--- src/rtl/wash_program_sequencer.sv ---
// Program-level washing-machine sequencer.
// It latches the selected program on start and walks the phase plan FILL, WASH,
// RINSE, SPIN and DRY, with a seconds countdown for each phase.
// Pause and an open door freeze the countdown; stop aborts to IDLE.
// All outputs are decoded from registers only.
`timescale 1ns/1ps
module wash_program_sequencer #(
  parameter int CLK_PER_SEC = 50000000,
  parameter int FILL_SECS   = 7,
  parameter int WASH_SECS   = 5,
  parameter int RINSE_SECS  = 5,
  parameter int SPIN_SECS   = 10,
  parameter int DRY_SECS    = 10
) (
  input  logic       clk,
  input  logic       rst,
  input  logic       start,
  input  logic       stop,
  input  logic       pause,
  input  logic       door_closed,
  input  logic [1:0] prog,
  output logic [2:0] phase,
  output logic [7:0] secs_left,
  output logic       valve_on,
  output logic       motor_on,
  output logic       spin_on,
  output logic       heater_on,
  output logic       door_lock,
  output logic       busy,
  output logic       paused,
  output logic       done
);

  localparam int PW = (CLK_PER_SEC > 1) ? $clog2(CLK_PER_SEC) : 1;
  localparam logic [PW-1:0] PRESC_LAST = PW'(CLK_PER_SEC - 1);

  typedef enum logic [2:0] {
    IDLE  = 3'd0,
    FILL  = 3'd1,
    WASH  = 3'd2,
    RINSE = 3'd3,
    SPIN  = 3'd4,
    DRY   = 3'd5
  } phase_t;

  phase_t        phase_q, phase_n, end_next;
  logic [7:0]    secs_q, secs_n;
  logic [PW-1:0] presc_q, presc_n;
  logic [1:0]    wash_cnt_q, wash_cnt_n;
  logic [1:0]    prog_q, prog_n;
  logic          paused_q, paused_n;
  logic          door_open_q, door_open_n;
  logic          done_q, done_n;
  logic          tick;

  function automatic logic [7:0] phase_secs(input phase_t p);
    case (p)
      FILL:    return 8'(FILL_SECS);
      WASH:    return 8'(WASH_SECS);
      RINSE:   return 8'(RINSE_SECS);
      SPIN:    return 8'(SPIN_SECS);
      DRY:     return 8'(DRY_SECS);
      default: return 8'd0;
    endcase
  endfunction

  assign tick = (presc_q == PRESC_LAST);

  // Choose the phase that follows the current one once its countdown expires.
  always_comb begin
    end_next = IDLE;
    case (phase_q)
      FILL:    end_next = WASH;
      WASH:    end_next = RINSE;
      RINSE:   end_next = (prog_q == 2'd1 && wash_cnt_q == 2'd1) ? WASH : SPIN;
      SPIN:    end_next = (prog_q == 2'd2 || prog_q == 2'd3) ? DRY : IDLE;
      default: end_next = IDLE;
    endcase
  end

  // Next-state logic: start acceptance, stop abort, prescaler and countdown.
  always_comb begin
    // NOTE: every variable gets a default first, so no path through the logic infers a latch.
    phase_n    = phase_q;
    secs_n     = secs_q;
    presc_n    = presc_q;
    wash_cnt_n = wash_cnt_q;
    prog_n     = prog_q;
    done_n     = 1'b0;
    case (phase_q)
      IDLE: begin
        secs_n     = 8'd0;
        presc_n    = '0;
        wash_cnt_n = 2'd0;
        if (start && !stop && door_closed) begin
          prog_n  = prog;
          phase_n = (prog == 2'd2) ? SPIN : FILL;
          secs_n  = (prog == 2'd2) ? phase_secs(SPIN) : phase_secs(FILL);
        end
      end
      FILL, WASH, RINSE, SPIN, DRY: begin
        if (stop) begin
          phase_n = IDLE;
          secs_n  = 8'd0;
          presc_n = '0;
        end else if (!paused_q) begin
          if (tick) begin
            presc_n = '0;
            if (secs_q == 8'd1) begin
              phase_n = end_next;
              secs_n  = phase_secs(end_next);
              done_n  = (end_next == IDLE);
              if (phase_q == WASH) wash_cnt_n = wash_cnt_q + 2'd1;
            end else begin
              secs_n = secs_q - 8'd1;
            end
          end else begin
            presc_n = presc_q + PW'(1);
          end
        end
      end
      default: begin
        phase_n = IDLE;
        secs_n  = 8'd0;
        presc_n = '0;
      end
    endcase
    paused_n    = (phase_n != IDLE) && (pause || !door_closed);
    door_open_n = !door_closed;
  end

  // State register; reset aborts any program immediately.
  always_ff @(posedge clk or posedge rst) begin
    if (rst) begin
      phase_q     <= IDLE;
      secs_q      <= 8'd0;
      presc_q     <= '0;
      wash_cnt_q  <= 2'd0;
      prog_q      <= 2'd0;
      paused_q    <= 1'b0;
      door_open_q <= 1'b0;
      done_q      <= 1'b0;
    end else begin
      // NOTE: non-blocking so every register samples the same pre-edge values.
      phase_q     <= phase_n;
      secs_q      <= secs_n;
      presc_q     <= presc_n;
      wash_cnt_q  <= wash_cnt_n;
      prog_q      <= prog_n;
      paused_q    <= paused_n;
      door_open_q <= door_open_n;
      done_q      <= done_n;
    end
  end

  assign phase     = phase_q;
  assign secs_left = secs_q;
  assign busy      = (phase_q != IDLE);
  assign paused    = paused_q;
  assign done      = done_q;
  assign valve_on  = (phase_q == FILL) && !paused_q;
  assign motor_on  = (phase_q == WASH || phase_q == RINSE) && !paused_q;
  assign spin_on   = (phase_q == SPIN) && !paused_q;
  assign heater_on = (phase_q == DRY) && !paused_q;
  assign door_lock = busy && !door_open_q;

endmodule

--- config.mk ---
export PLATFORM = sky130hd
export DESIGN_NAME = wash_program_sequencer
export DESIGN_NICKNAME = d
export VERILOG_FILES = /design/src/rtl/wash_program_sequencer.sv
export SDC_FILE = /design/constraint.sdc
export NUM_CORES = 1
export LEC_CHECK = 0
export ABC_AREA = 1
export BUFFER_PORTS_ARGS = -buffer_cell sky130_fd_sc_hd__buf_4
export CAP_MARGIN = 10
export CORE_MARGIN = 3
export CORE_UTILIZATION = 60
export CTS_CLUSTER_SIZE = 28
export DETAILED_ROUTE_END_ITERATION = 10
export GPL_TIMING_DRIVEN = 0
export PLACE_DENSITY_LB_ADDON = 0.08
export SLEW_MARGIN = 15
export SYNTH_ARGS = -nofsm -noshare
export SYNTH_HDL_FRONTEND = slang
export SYNTH_SLANG_ARGS = --single-unit
--- constraint.sdc ---
create_clock -name clk -period 2.9 [get_ports clk]
set_input_delay 0.145 -clock clk [delete_from_list [all_inputs] [get_ports clk]]
set_output_delay 0.145 -clock clk [all_outputs]
set_load 0.005 [all_outputs]
==> run metrics <==
global-route wire length before repair approximately 10000 µm; Setup TNS 0 ns; main combinational cell family by area after synthesis simple AND/OR/NAND/NOR gates; residual DRC count 0; gp weighted congestion approximately 0.93; H-tree Lvls 2; Synth Area in XOR/XNOR 0.00979; RSZ-0062 raised after global routing no; initial core utilization 0.648; gr usage total 0.255; Slew HR 0.787; slew of the pin with the lowest slew margin between 0.3 and 0.4 ns; Leakage Power 1.50 nW; PostCTS Resize Cnt 0; critical path class register to register; Placed Area ~0.003 mm²; Critical Path Fanout Max 8; Hold Path Class primary input to register; post-synthesis compound-gate area fraction 0.0876; synthesized net count about 390; final-report hold violation count 0; Detail Route Antenna Nets 0; Cell Pwr Density roughly 400 mW/mm²; First-pass DRT Iterations 5; post-synthesis mux area share 0; Post-Synth Simple-Gate Area 0.392; drt via density about 5.5; Setup crit end wash_cnt_q[0]; Root Buffer clkbuf_8; worst vdd ir 307 µV; Worst Setup SP secs_left[1]; Setup-failing EPs final 0; Synth cell types 27; crit end category register; via count around 2600; die area between 0.005 and 0.006 mm²; DIE HEIGHT about 73 µm; vias in the first global route approximately 2300; final WL between 6000 and 7000 µm; R2R setup slack just under 0.9 ns; CTS tree built; nets 429; GRT overflow 0; Worst Path Required ~3 ns; Die X-Extent roughly 73 µm; layout overhead on the synthesized area 14.3%; final std cells w/o fill around 470; I/O pin count 27; #FFs+latches synth 44; Post-Syn Instances ~380; Post-DP HPWL between 4000 and 5000 µm; part of the cycle the worst path needs 0.699; Rows 23; cts bufs inserted 5; fin crit period slightly above 2 ns; Layout Utilization 0.740; Port Buffers 26; Core Region slightly above 0.004 mm²; Hold WS roughly 0.0093 ns; CTS sink cnt 44; Synth Area in Adders 0.0186; Mapped Avg Cell Area roughly 7.0 µm²; Worst Skew 0.00881 ns; worst flop-to-flop path endpoint wash_cnt_q[0]; crit path launch type register; Inst Count DP ~460; Max Cap Viol 0; share of layout cells above drive strength 1 0.137; outcome finished, final reports clean; Slew Limit Fails 0; WL per Instance ~13 µm; Initial DRC Count roughly 230; synthesized cell area roughly 0.0027 mm²; Worst R2R Start secs_left[1]; CP arrival ~2.2 ns; final instance area 0.00307 mm²; Seq/Total Area, Yosys 0.410; reg2reg path depth 10; Max Freq just under 0.5 GHz; pin count of the biggest net entering global routing 32; Syn. warnings 0; Clock transition at path regs 0.07 ns; Clk Latency, worst-skew pair around 0.3 ns; initial antenna violation count 0; worst-case clock buffer depth 2; Ant. Diodes 0
[routing by layer]
| layer | wire length [µm] | global-route usage |
|---|---|---|
| met1 | 2850 | 0.361 |
| met2 | 2870 | 0.404 |
| met3 | 332 | 0.0427 |
| met4 | 85 | 0.0738 |
| met5 | 0 | 0 |
[Yosys cell counts (all sizes together)]
cell / count / area share
o31ai: 2 / 0.0056
nor2: 75 / 0.12
xor2: 2 / 0.0065
nor4: 1 / 0.0023
o21ai: 22 / 0.051
nor3: 15 / 0.030
xnor2: 1 / 0.0033
o21a: 1 / 0.0028
a21oi: 14 / 0.026
dfrtp: 44 / 0.41
inv: 50 / 0.072
nand3: 32 / 0.062
and3: 1 / 0.0023
ha: 4 / 0.019
nand3b: 2 / 0.0056
nand4: 8 / 0.019
buf: 4 / 0.010
nand2: 103 / 0.15
a31oi: 1 / 0.0023
[how the worst min path moves through the flow]
| stage | from | endpoint | slack [ns] | cells after the start |
|---|---|---|---|---|
| floorplan | door_closed | door_open_q | 0.22 | 1 |
| global placement | door_closed | door_open_q | 0.31 | 2 |
| detailed placement | rst | presc_q[19] | 0.13 | 2 |
| CTS | door_closed | door_open_q | 0.0002 | 2 |
| global route | door_closed | door_open_q | 0.008 | 2 |
| finish | door_closed | door_open_q | 0.009 | 2 |
[placed cells by master, fill, tap and decap left out, types with 2 or more instances in the layout]
cell,count
nand3b_1,2
inv_1,47
nand2_1,100
clkbuf_8,7
nor2_8,2
nand2_4,3
o21ai_0,15
nand4_1,8
nor2_2,2
ha_1,4
xor2_1,2
o31ai_1,2
dfrtp_1,44
inv_4,2
buf_4,29
nor3_1,14
nor2_1,71
a21oi_1,14
o21ai_2,7
nand3_1,31
[report_power, final]
part | switching, mW | internal [mW] | total (mW)
registers | 0.0175 | 0.629 | 0.646
logic | 0.0877 | 0.0597 | 0.147
clock network | 0.197 | 0.212 | 0.409
[registers in the layout, summed over array words and instances, names as in the netlist]
signal	count
phase	3
paused	1
secs_left	8
wash_cnt_q	2
prog_q	2
door_open_q	1
presc_q	26
done	1
[critical path: stages (launching register included)]
cell	delay [ns]
dfrtp_1	0.41
inv_1	0.11
ha_1	0.15
nand2_1	0.05
nor2_1	0.09
nand2_1	0.18
nor2_1	0.25
nand2_1	0.16
o21ai_2	0.25
o21ai_0	0.14
o21a_1	0.13
[area by class of cell]
class / count / area (µm²)
tap: 50 / 62.6
fill: 349 / 1080
timing repair buffer: 28 / 225
inverter: 50 / 193
clock buffer: 7 / 96.3
multi-input combinational: 284 / 1360
sequential: 44 / 1100
buffer: 4 / 27.5
[cell families after synthesis]
logic type,after synthesis
xor gates and xnor gates,3
and+or+nand+nor,237
adders and majority gates,4
buffers and inverters,54
DFF,44
AOI/OAI and AO/OA,40
[per-stage QoR]
stage | setup slack [ns] | total power [mW]
3_3_place_gp | 0.969 | 0.798
4_1_cts | 0.895 | 1.21
2_1_floorplan | 1.20 | 0.750
6_report | 0.874 | 1.20
3_5_place_dp | 0.909 | 0.805
5_1_grt | 0.675 | 1.26
[timing repair]
item                                   in CTS  in global routing
endpoints found under the hold margin      13                  0
hold buffers                                1                  0
buffers inserted                            0                  0
(Power assumes the default switching activity.)
